[config.mk]
export PLATFORM = sky130hd
export DESIGN_NAME = morse_player
export DESIGN_NICKNAME = d
export VERILOG_FILES = /design/src/rtl/morse_player.sv
export SDC_FILE = /design/constraint.sdc
export NUM_CORES = 1
export LEC_CHECK = 0
export CAP_MARGIN = 40
export CORE_ASPECT_RATIO = 1.25
export CORE_UTILIZATION = 38
export DETAILED_ROUTE_END_ITERATION = 6
export SYNTH_ARGS = -nofsm -noshare
export SYNTH_HDL_FRONTEND = slang
export SYNTH_SLANG_ARGS = --single-unit
[constraint.sdc]
create_clock -name clk_i -period 6.1 [get_ports clk_i]
set_clock_uncertainty 0.15 [all_clocks]
set_input_delay 1.83 -clock clk_i [delete_from_list [all_inputs] [get_ports clk_i]]
set_output_delay 1.83 -clock clk_i [all_outputs]
set_load 0.1 [all_outputs]
[src/rtl/morse_player.sv]
// Morse symbol player: plays up to MAX_LEN dot/dash symbols with unit-timed
// marks and gaps, single clock domain, registered LED/handshake outputs.
module morse_player #(
    parameter int unsigned MAX_LEN     = 4,
    parameter int unsigned UNIT_CYCLES = 1000,
    parameter int unsigned DASH_UNITS  = 3,
    parameter int unsigned GAP_UNITS   = 1
) (
    input  logic                               clk_i,
    input  logic                               rst_ni,
    input  logic                               start_i,
    input  logic [MAX_LEN-1:0]                 code_i,
    input  logic [$clog2(MAX_LEN+1)-1:0]       length_i,
    input  logic                               abort_i,
    output logic                               ready_o,
    output logic                               busy_o,
    output logic                               dotLed_o,
    output logic                               dashLed_o,
    output logic                               doneLed_o
);

    localparam int unsigned LW   = $clog2(MAX_LEN + 1);
    localparam int unsigned MAXU = (DASH_UNITS > GAP_UNITS) ? DASH_UNITS : GAP_UNITS;
    localparam int unsigned TW   = $clog2(MAXU * UNIT_CYCLES + 1);

    localparam logic [TW-1:0] DOT_LD  = TW'(UNIT_CYCLES - 1);
    localparam logic [TW-1:0] DASH_LD = TW'(DASH_UNITS * UNIT_CYCLES - 1);
    localparam logic [TW-1:0] GAP_LD  = TW'(GAP_UNITS * UNIT_CYCLES - 1);
    localparam logic [LW-1:0] MAX_LW  = LW'(MAX_LEN);

    typedef enum logic [1:0] {IDLE, MARK, GAP} state_e;

    state_e               state_q, state_d;
    logic [MAX_LEN-1:0]   sr_q, sr_d;
    logic [LW-1:0]        rem_q, rem_d;
    logic [TW-1:0]        tmr_q, tmr_d;
    logic                 ready_q, ready_d;
    logic                 busy_q, busy_d;
    logic                 dot_q, dot_d;
    logic                 dash_q, dash_d;
    logic                 done_q, done_d;
    logic [LW-1:0]        len_clamp;

    always_comb begin
        state_d   = state_q;
        sr_d      = sr_q;
        rem_d     = rem_q;
        tmr_d     = tmr_q;
        done_d    = done_q;
        len_clamp = (length_i > MAX_LW) ? MAX_LW : length_i;

        case (state_q)
            IDLE: begin
                if (start_i && !abort_i) begin
                    sr_d   = code_i;
                    rem_d  = len_clamp;
                    done_d = (len_clamp == '0);
                    if (len_clamp != '0) begin
                        state_d = MARK;
                        tmr_d   = code_i[0] ? DASH_LD : DOT_LD;
                    end
                end
            end
            MARK: begin
                if (abort_i) begin
                    state_d = IDLE;
                    done_d  = 1'b0;
                    rem_d   = '0;
                    tmr_d   = '0;
                end else if (tmr_q == '0) begin
                    sr_d  = sr_q >> 1;
                    rem_d = rem_q - LW'(1);
                    if (rem_q == LW'(1)) begin
                        state_d = IDLE;
                        done_d  = 1'b1;
                    end else begin
                        state_d = GAP;
                        tmr_d   = GAP_LD;
                    end
                end else begin
                    tmr_d = tmr_q - TW'(1);
                end
            end
            GAP: begin
                if (abort_i) begin
                    state_d = IDLE;
                    done_d  = 1'b0;
                    rem_d   = '0;
                    tmr_d   = '0;
                end else if (tmr_q == '0) begin
                    state_d = MARK;
                    tmr_d   = sr_q[0] ? DASH_LD : DOT_LD;
                end else begin
                    tmr_d = tmr_q - TW'(1);
                end
            end
            default: state_d = IDLE;
        endcase

        // Outputs are decoded from the next state so they line up with it once registered.
        ready_d = (state_d == IDLE);
        busy_d  = (state_d != IDLE);
        dot_d   = (state_d == MARK) && !sr_d[0];
        dash_d  = (state_d == MARK) && sr_d[0];
    end

    always_ff @(posedge clk_i or negedge rst_ni) begin
        if (!rst_ni) begin
            state_q <= IDLE;
            sr_q    <= '0;
            rem_q   <= '0;
            tmr_q   <= '0;
            ready_q <= 1'b1;
            busy_q  <= 1'b0;
            dot_q   <= 1'b0;
            dash_q  <= 1'b0;
            done_q  <= 1'b0;
        end else begin
            state_q <= state_d;
            sr_q    <= sr_d;
            rem_q   <= rem_d;
            tmr_q   <= tmr_d;
            ready_q <= ready_d;
            busy_q  <= busy_d;
            dot_q   <= dot_d;
            dash_q  <= dash_d;
            done_q  <= done_d;
        end
    end

    assign ready_o   = ready_q;
    assign busy_o    = busy_q;
    assign dotLed_o  = dot_q;
    assign dashLed_o = dash_q;
    assign doneLed_o = done_q;

endmodule

# --- After elaboration in Yosys (flattened, before gate mapping) ---
# Index checks and enable logic that the tools add are counted.
word_totals:
  out_inout_bits: 5
  in_bits: 11
  word_cells: 76
  regBits: 26
classes:
  magnitude_cmp: 1
  reduce_logical: 17
  eq_ne: 12
  n_mux: 34
  n_addsub: 2
op_table:
  columns: ["cell", "count"]
  rows:
  - ["$mux 12", 9]
  - ["$pmux 12 s3", 1]
  - ["$mux 3", 5]
  - ["$mux 2", 7]
  - ["$logic_not 12->1", 1]
  - ["$mux 4", 3]
  - ["$reduce_and 4->1", 3]
  - ["$sub 12x1->12 const B", 1]
  - ["$ne 2x2->1 const B", 5]
  - ["$pmux 3 s3", 1]
  - ["$pmux 4 s2", 1]
  - ["$ne 3x3->1 const B", 2]
  - ["$pmux 2 s3", 1]
  - ["$reduce_bool 3->1", 2]
  - ["$mux 1", 5]
  - ["$reduce_and 5->1", 1]
  - ["$eq 2x1->1 const B", 2]
  - ["$logic_not 2->1", 2]
  - ["$ne 4x4->1 const B", 1]
  - ["$reduce_bool 2->1", 2]
  - ["$eq 3x1->1 const B", 1]
  - ["$gt 3x3->1 const B", 1]
  - ["$logic_and 1x1->1", 3]
  - ["$logic_not 3->1", 1]
  - ["other kinds (4)", 5]

# --- Longest topological paths before layout ---
# Gate-level depths: netlist (run 1).
depth:
  word_depth: 8
  mapped_depth: 9
  mapped_depth_nobuf: 7

# --- Worst setup path before layout (run 1) ---
# OpenSTA, ideal clock, no wires.
synth_timing:
  path_type: "input to register"
  start: "input port abort_i"
  end: "register tmr_q[10]"
  path_slack_ns: 2.638
  stages: 5
  t_arrival_ns: 3.202
  path_buffers: 0
  setup_time_ns: 0.110
  required_ns: 5.840
  path_cell_list: "nand2b_1 o21a_1 a311o_1 or3_1 o41ai_1"
synth_between:
  elab_chain_len: 4
  elab_cells_between_ends: 8
  classes_between: "eq/ne: 2; mux: 3; reduce/logical: 3"
synth_lines:
  columns: ["item", "line", "text"]
  rows:
  - ["start, declared", "14", "input logic abort_i,"]
  - ["$logic_not 1->1", "54", "if (start_i && !abort_i) begin"]
  - ["$logic_and 1x1->1", "54", null]
  - ["$ne 2x2->1 (no line)", null, null]
  - ["$reduce_and 4->1 (no line)", null, null]
  - ["end signal, assigned", "122", "tmr_q <= tmr_d;"]
  - ["end, declared", "36", "logic [TW-1:0] tmr_q, tmr_d;"]
# Parallel ways exist; a longest one is shown, timed or not.
# A chain may end at the register's enable or synchronous reset.

# --- Worst setup path in the final report (run 1) ---
# Same ends and word-level chain as after synthesis.

==> metrics, run 1 <==
setup_tns 0 ns; minimum clock period 3.95 ns; data required time of the critical path 6.11 ns; CTS tree built; HP Class flip-flop to flip-flop; Max-Cap Viols 0; worst r2r dst sr_q[2]; area of placed instances 1960 µm²; post_cts resized 0; RSZ-0062 raised after global routing false; Pwr Total 926 µW; worst path cell trace clkdlybuf4s50_1, nand2b_1, o21a_1, a311o_1, or3_1, o41ai_1; hpwl dp 3.03 mm; diode count 0; CTS root buffer clkbuf_8; post-DR wirelength/cell 15.3 µm; # DRC 0; period utilisation layout 0.647; CP Launch Point abort_i; Avg Vias per Cell 5.63; CP Capture Type flip-flop; Simple-Gate Fraction of Synth Area 0.209; Crit Path Class input pin to flip-flop; Final setup viols 0; clk_lat worst skew 0.27 ns; EDFF count, synth 0; status finished clean; gate count of the mapped netlist 185; Post-DRT Antenna Nets 0; Critical-path top delay cell clkdlybuf4s50_1; setup bufs post-CTS 0; Yosys reg bits 26; Die Ht 77.0 µm; Rows 26; clk buf depth 2; die area 4770 µm²; gr usage total 0.185; largest net degree at the start of global routing 27; Reg2Reg Setup Slack 3.47 ns; Synth warnings 0; CP delay by family, top compound AO/OA/AOI/OAI gates; Avg Inst Size Synth 9.24 µm²; Synth Flop Type dfrtp_1; Post-Syn Area 1710 µm²; Post-synth ARST share 1.00; Final Hold Vio Count 0; post-synthesis mux area share 0.0212; H-tree depth 1; Critical Path Start Type input pin; CTS buffer count 3; fmax 0.253 GHz; DRT Pass-1 Iters 4; sequential share of the synthesized area 0.381; hold path depth 2; Leakage 0.000814 µW; Core Area 4200 µm²; worst-case reg-to-reg path depth 7; initial antenna violation count 0; critical path's largest stage delay 0.53 ns; peak supply drop 0.000166 V; Die X-Extent 62.0 µm; Critical Path End tmr_q[10]; CP Buf/Inv Count 1; Levels on crit path 6; post-synthesis adder-cell area fraction 0.0586; Post-Synth XOR/XNOR Area 0.00512; Slew HR 0.604; vias in the first global route 1493; largest family of logic cells by synthesized area compound AO/OA/AOI/OAI gates; fillers 378; Remaining Overflow, GRT 0; Synth cell types 55; complex-gate fraction of the synthesized area 0.263; initial drt markers 62; first-pass GRT wire length 6.78 mm; Critical Path AT 3.96 ns; max-slew violation total from the final report 0; I/O pin count 16; Syn Nets 204; cts hold-fix bufs 0; maximum fanout along the worst path 10; r2r startpoint tmr_q[0]; actual slew at the worst max-slew pin 0.593 ns; Routed WL 3.94 mm; pwr dens 462 nW/µm²; initial core utilization 0.407; area grow syn2layout 17.2%; Final Cell Area 2000 µm²; Reg clk slew, reported paths 0.09 ns; PortBufs 15; NumNets Final 221; via count 1446; share of cells above drive strength 1 0.114; routability cong. 0.809; Clock Sinks 26
[through the flow]
step / std cells / setup slack (ns) / hold slack, ns / util
floorplan: 185 / 2.64 / 0.305 / -
global placement: 248 / 1.98 / 0.323 / 0.449
detailed placement: 253 / 1.89 / 0.330 / 0.467
CTS: 257 / 2.16 / 0.351 / 0.477
global route: 257 / 2.00 / 0.394 / 0.477
finish: 257 / 2.15 / 0.346 / 0.477
[kinds of logic (layout without fill, tap and decap cells)]
family | count (synthesis) | count (layout)
multiplexers | 3 | 3
AO/OA/AOI/OAI | 66 | 66
flip-flops | 26 | 26
XOR/XNOR | 1 | 1
buffers and inverters | 22 | 38
adder cells (fa/ha/maj) | 8 | 8
AND/OR/NAND/NOR | 59 | 59
[cell usage in the layout (no fill, tap or decap), types with 2 or more instances in the layout]
master	n
o21a_1	4
ha_1	8
nor3_1	7
nor4_1	4
a31oi_1	4
clkbuf_8	3
clkdlybuf4s50_1	15
a21oi_1	15
a32oi_1	2
nand2b_1	5
o31ai_1	2
inv_1	12
and3b_1	2
dfrtp_1	25
nor3b_1	3
o211ai_1	4
o21ai_0	9
a311oi_1	2
buf_8	5
nand2_1	11
o22a_1	4
and3_1	2
nor2b_1	4
buf_4	2
or3_1	3
nor2_1	8
a211oi_1	2
o21ai_1	5
[cell usage after synthesis (5+ instances only)]
cell type,n,area [µm²]
clkbuf_1,6,22.5
nand2_1,11,41.3
o21ai_1,5,25.0
ha_1,8,100
inv_1,12,45.0
o21ai_0,9,45.0
nor2_1,8,30.0
a21oi_1,15,75.1
nor3_1,7,35.0
nand2b_1,5,31.3
dfrtp_1,25,626
[state kept, by name (all words and copies together) (netlist names)]
register,cells
sr_q,4
busy_o,1
state_q,2
doneLed_o,1
ready_o,1
dotLed_o,1
tmr_q,12
rem_q,3
dashLed_o,1
[power by group]
part	leakage, µW	internal (µW)	switching (µW)
logic	0.000472	211	306
clock network	0.0000228	46.7	53.2
registers	0.000320	243	66.0
total	0.000814	501	425
[cell type report]
type | instances | area (µm²) | share of cell area
well taps | 56 | 70.1 | 0.0350
multi-input cells | 137 | 951 | 0.475
flip-flops and latches | 26 | 652 | 0.325
inverters | 12 | 45.0 | 0.0225
repair buffers | 22 | 240 | 0.120
clock buffers | 4 | 45.0 | 0.0225
[worst reg2reg max path, stage by stage, from the launching register on]
cell,delay (ns)
dfrtp_1,0.43
inv_1,0.12
ha_1,0.15
or4b_4,0.51
or3_4,0.49
a2111o_1,0.52
nand2_1,0.10
o21ai_1,0.06
[worst min-delay path by stage]
stage | from | end | slack, ns
finish | sr_q[3] | sr_q[3] | 0.35
global route | doneLed_o | doneLed_o | 0.39
CTS | sr_q[3] | sr_q[3] | 0.35
detailed placement | sr_q[3] | sr_q[3] | 0.33
global placement | sr_q[3] | sr_q[3] | 0.32
floorplan | sr_q[2] | sr_q[2] | 0.31
[per-layer routing]
metal	wire length [µm]	track usage	vias up
li1	-	-	718
met5	0	0	-
met2	2130	0.327	24
met1	1650	0.222	698
met4	61	0.0600	0
met3	94	0.0219	6
Power figures use the tool's default switching activity.
==> run 2, diff against run 1 <==
==> constraint.sdc (replaced) <==
create_clock -name clk_i -period 4 [get_ports clk_i]
set_clock_uncertainty 0.15 [all_clocks]
set_input_delay 1.2 -clock clk_i [delete_from_list [all_inputs] [get_ports clk_i]]
set_output_delay 1.2 -clock clk_i [all_outputs]
set_load 0.1 [all_outputs]
==> run 2 against run 1 <==
Non-clock buffer count fell by 5; worst hold slack improved by 0.0061 ns; die area did not move; global-route usage rose by 0.23 points; design area fell by 4.4%; first-iteration DRC count fell by 9.7%; via count rose by 2.1%; critical path type unchanged; critical endpoint unchanged; highest routed layer unchanged.
==> metrics, run 2 (synthesis results as in run 1) <==
status finished clean (unchanged); Core Area 4200 µm² (unchanged); Final Hold Vio Count 0 (unchanged); Max-Cap Viols 0 (unchanged); CTS tree built (unchanged); r2r startpoint tmr_q[0] (unchanged); data required time of the critical path 4.01 ns (was 6.11 ns); worst min-delay path startpoint sr_q[3] (unchanged); H-tree depth 1 (unchanged); Clock Power Share 0.116 (was 0.108); gr usage total 0.188 (was 0.185); CP Launch Point abort_i (unchanged); diode count 0 (unchanged); CTS buffer count 3 (unchanged); post-DR wirelength/cell 15.5 µm (was 15.3 µm); clk_lat worst skew 0.27 ns (about the same); RSZ-0062 raised after global routing false (unchanged); Net Sw Power 641 µW (was 425 µW); Final setup viols 0 (unchanged); Routed WL 3.89 mm (was 3.94 mm); setup bufs post-CTS 0 (unchanged); sequential power share 0.350 (was 0.333); worst r2r dst sr_q[2] (unchanged); period utilisation layout 0.832; Post-DRT Antenna Nets 0 (unchanged); initial drt markers 56 (was 62); cts hold-fix bufs 0 (unchanged); gr busiest metal met2 (unchanged); Post-Place Worst Slack 0.376 ns (was 1.89 ns); worst-case reg-to-reg path depth 7 (unchanged); Clock Sinks 26 (unchanged); area grow syn2layout 12.1% (was 17.2%); Rows 26 (unchanged); Critical Path End tmr_q[10] (unchanged); peak supply drop 0.000259 V (was 0.000166 V); max reg flops 12 (unchanged); Avg Vias per Cell 5.86 (was 5.63); initial core utilization 0.407 (unchanged); met3 Use GR 0.0253 (was 0.0219); global-route met2 utilization 0.309 (was 0.327); Power Internal 702 µW (was 501 µW); fmax 0.301 GHz; NumNets Final 216 (was 221); actual slew at the worst max-slew pin 0.579 ns (was 0.593 ns); Reg2Reg Setup Slack 1.37 ns (was 3.47 ns); share of cells above drive strength 1 0.117 (was 0.114); vias in the first global route 1508 (was 1493); met1 Track Usage GR 0.229 (was 0.222); final worst slack 0.673 ns (was 2.15 ns); setup_tns 0 ns (unchanged); routability cong. 0.812 (was 0.809); Die Ht 77.0 µm (unchanged); max-slew violation total from the final report 0 (unchanged); via count 1477 (was 1446); Remaining Overflow, GRT 0 (unchanged); Crit Path Class input pin to flip-flop (unchanged); Critical Path Start Type input pin (unchanged); pwr dens 701 nW/µm² (was 462 nW/µm²); minimum clock period 3.33 ns; CP Capture Type flip-flop (unchanged); Critical Path AT 3.34 ns (was 3.96 ns); maximum fanout along the worst path 10 (unchanged); DRT Pass-1 Iters 4 (unchanged); I/O pin count 16 (unchanged); first-pass GRT wire length 6.76 mm (was 6.78 mm); Switching Fraction 0.477 (was 0.459); clk buf depth 2 (unchanged); largest net degree at the start of global routing 27 (unchanged); Die X-Extent 62.0 µm (unchanged); die area 4770 µm² (unchanged); Regs by FF count tmr_q: 12 flops, sr_q: 4 flops, rem_q: 3 flops (unchanged); # DRC 0 (unchanged); Comb power frac 0.534 (was 0.559); commonest non-fill, non-tap cell in the layout dfrtp_1 (unchanged); most frequent cells in the layout dfrtp_1 (25), a21oi_1 (15), inv_1 (12), nand2_1 (11), clkdlybuf4s50_1 (10) (was dfrtp_1 (25), a21oi_1 (15), clkdlybuf4s50_1 (15), inv_1 (12), nand2_1 (11)); initial antenna violation count 0 (unchanged); Top reg by flops tmr_q (unchanged); hpwl dp 2.99 mm (was 3.03 mm); Slew HR 0.613 (was 0.604); post_cts resized 0 (unchanged); HP Class flip-flop to flip-flop (unchanged); PortBufs 15 (unchanged); Reg clk slew, reported paths 0.09 ns (about the same); Leakage 0.000785 µW (was 0.000814 µW); Min Hold Slack 0.352 ns (was 0.346 ns); CTS root buffer clkbuf_8 (unchanged)
run 2: worst min-delay path by stage:
stage / endpoint / slack [ns] / cells past startpoint
after global routing: doneLed_o / 0.40 / 1
after global placement: sr_q[2] / 0.32 / 2
after floorplan: sr_q[2] / 0.31 / 2
after detailed placement: sr_q[3] / 0.33 / 2
final: sr_q[3] / 0.35 / 2
after CTS: sr_q[3] / 0.36 / 2
run 2: layout make-up:
class,count,area [µm²]
Tap cell,56,70.1
Multi-Input combinational cell,137,951
Inverter,12,45.0
Timing Repair Buffer,17,153
Fill cell,408,2280
Clock buffer,4,45.0
Sequential cell,26,652
run 2: through the flow:
step / area [µm²] / total power, µW / util / cells
3_5_place_dp: 1870 / 1190 / 0.446 / 248
4_1_cts: 1920 / 1350 / 0.456 / 252
3_3_place_gp: 1870 / 1170 / 0.446 / 248
2_1_floorplan: 1710 / 1030 / - / 185
5_1_grt: 1920 / 1450 / 0.456 / 252
6_report: 1920 / 1340 / 0.456 / 252
run 2: worst max-delay path: stages:
cell and delay [ns]:
clkdlybuf4s50_1 0.54, nand2b_1 0.26, o21a_1 0.23, a311o_1 0.39, or3_1 0.39, o41ai_1 0.33
run 2: power groups by stage:
stage	Sequential [µW]	Clock [µW]	Combinational, µW
after CTS	467	162	718
final	470	156	717
after floorplan	598	0	428
after global routing	490	168	794
after detailed placement	473	0	716
after global placement	469	0	698
run 2: metal layers:
layer / up-vias / part of all wire
li1: 718 / -
met1: 718 / 0.42
met2: 29 / 0.52
met3: 12 / 0.026
met4: 0 / 0.034
met5: - / 0
==> run 3, diff against run 2 <==
==> constraint.sdc (replaced) <==
create_clock -name clk_i -period 3.3 [get_ports clk_i]
set_clock_uncertainty 0.15 [all_clocks]
set_input_delay 0.99 -clock clk_i [delete_from_list [all_inputs] [get_ports clk_i]]
set_output_delay 0.99 -clock clk_i [all_outputs]
set_load 0.1 [all_outputs]
==> run 3 against run 2 <==
Power increased by 23%; largest cell class unchanged; critical endpoint unchanged; highest routed layer unchanged; routed wire length increased by 1.0%; final cell count increased by 1.6%.
==> metrics, run 3 (synthesis results as in run 1) <==
Crit Path Class input pin to flip-flop (unchanged); clk buf depth 2 (unchanged); Rows 26 (unchanged); maximum fanout along the worst path 5 (was 10); CP Capture Type flip-flop (unchanged); global-route met2 utilization 0.300 (was 0.309); initial core utilization 0.407 (unchanged); Min Hold Slack 0.349 ns (was 0.352 ns); setup_tns 0 ns (unchanged); gr busiest metal met2 (unchanged); Remaining Overflow, GRT 0 (unchanged); clk_lat worst skew 0.27 ns (about the same); # DRC 0 (unchanged); NumNets Final 220 (was 216); met3 Use GR 0.0219 (was 0.0253); worst-case reg-to-reg path depth 7 (unchanged); Comb power frac 0.527 (was 0.534); Core Area 4200 µm² (unchanged); fmax 0.338 GHz; data required time of the critical path 3.31 ns (was 4.01 ns); post_cts resized 0 (unchanged); initial drt markers 51 (was 56); actual slew at the worst max-slew pin 0.501 ns (was 0.579 ns); pwr dens 845 nW/µm² (was 701 nW/µm²); Critical Path Start Type input pin (unchanged); Leakage 0.000811 µW (was 0.000785 µW); Top reg by flops tmr_q (unchanged); max-slew violation total from the final report 0 (unchanged); Power Internal 876 µW (was 702 µW); initial antenna violation count 0 (unchanged); Final setup viols 0 (unchanged); Regs by FF count tmr_q: 12 flops, sr_q: 4 flops, rem_q: 3 flops (unchanged); setup bufs post-CTS 0 (unchanged); CTS buffer count 3 (unchanged); Routed WL 3.93 mm (was 3.89 mm); H-tree depth 1 (unchanged); Avg Vias per Cell 5.78 (was 5.86); minimum clock period 2.96 ns; Slew HR 0.664 (was 0.613); die area 4770 µm² (unchanged); diode count 0 (unchanged); share of cells above drive strength 1 0.140 (was 0.117); Switching Fraction 0.469 (was 0.477); area grow syn2layout 14.4% (was 12.1%); max reg flops 12 (unchanged); Reg clk slew, reported paths 0.09 ns (about the same); Critical Path AT 2.97 ns (was 3.34 ns); I/O pin count 16 (unchanged); via count 1480 (was 1477); gr usage total 0.187 (was 0.188); Final Hold Vio Count 0 (unchanged); first-pass GRT wire length 6.78 mm (was 6.76 mm); DRT Pass-1 Iters 4 (unchanged); hpwl dp 2.98 mm (was 2.99 mm); r2r startpoint tmr_q[0] (unchanged); PortBufs 15 (unchanged); met1 Track Usage GR 0.236 (was 0.229); sequential power share 0.346 (was 0.350); HP Class flip-flop to flip-flop (unchanged); most frequent cells in the layout dfrtp_1 (25), a21oi_1 (15), inv_1 (12), nand2_1 (11), buf_4 (11) (was dfrtp_1 (25), a21oi_1 (15), inv_1 (12), nand2_1 (11), clkdlybuf4s50_1 (10)); status finished clean (unchanged); peak supply drop 0.000268 V (was 0.000259 V); CTS root buffer clkbuf_8 (unchanged); Post-DRT Antenna Nets 0 (unchanged); worst min-delay path startpoint sr_q[2] (was sr_q[3]); Critical-path top delay cell clkdlybuf4s50_1 (unchanged); RSZ-0062 raised after global routing false (unchanged); Die X-Extent 62.0 µm (unchanged); Max-Cap Viols 0 (unchanged); Die Ht 77.0 µm (unchanged); Net Sw Power 775 µW (was 641 µW); commonest non-fill, non-tap cell in the layout dfrtp_1 (unchanged); worst path cell trace clkdlybuf4s50_1, nand2b_1, o21a_1, a311o_1, or3_1, o41ai_1 (unchanged); Clock Sinks 26 (unchanged); routability cong. 0.816 (was 0.812); Clock Power Share 0.127 (was 0.116); CP Launch Point start_i (was abort_i); critical path's largest stage delay 0.52 ns (was 0.54 ns); hold path depth 2 (unchanged); CTS tree built (unchanged); period utilisation layout 0.898; cts hold-fix bufs 0 (unchanged); largest net degree at the start of global routing 27 (unchanged); vias in the first global route 1460 (was 1508); post-DR wirelength/cell 15.4 µm (was 15.5 µm)
-- run 3: changes by cell type in the layout (fill, tap and decap cells not counted), sizes merged --
cell / before / now
buf: 7 / 11
-- run 3: worst paths after layout --
check | slack (ns) | endpoint
worst max-delay path | 0.34 | tmr_q[10]
min in group asynchronous | 0.94 | dashLed_o
max in group asynchronous | 1.77 | ready_o
worst max register to register | 0.68 | sr_q[3]
worst min-delay path | 0.35 | sr_q[2]
worst min register to register | 0.35 | sr_q[2]
-- run 3: per-layer routing --
layer	routed length, µm	part of all wire
met2	1980	0.50
met3	176	0.045
met4	108	0.027
met1	1670	0.42
met5	0	0
-- run 3: final cells by class --
class                      count  area [µm²]
timing repair buffer          21         183
tap                           56        70.1
sequential                    26         652
inverter                      12        45.0
fill                         401        2240
clock buffer                   4        55.1
multi-input combinational    137         951
-- run 3: critical path, delay by kind of cell --
kind	cells	cell delay [ns]
AO/OA/AOI/OAI	3	0.95
buffers and inverters	1	0.52
AND/OR/NAND/NOR	2	0.50
-- run 3: power by group through the flow --
stage | Sequential [µW] | Clock [µW] | Combinational [µW]
3_3_place_gp | 568 | 0 | 851
6_report | 571 | 210 | 871
4_1_cts | 569 | 218 | 871
3_5_place_dp | 576 | 0 | 868
5_1_grt | 592 | 230 | 961
2_1_floorplan | 725 | 0 | 519
-- run 3: per-stage QoR --
stage                     utilization  instance area [µm²]  power, µW  std cells  setup slack (ns)
after detailed placement        0.453                 1900       1440        252            0.0692
after global routing            0.466                 1960       1780        256             0.251
after CTS                       0.466                 1960       1660        256             0.367
final                           0.466                 1960       1650        256             0.337
after floorplan                     -                 1710       1240        185             0.678
after global placement          0.453                 1900       1420        252             0.197
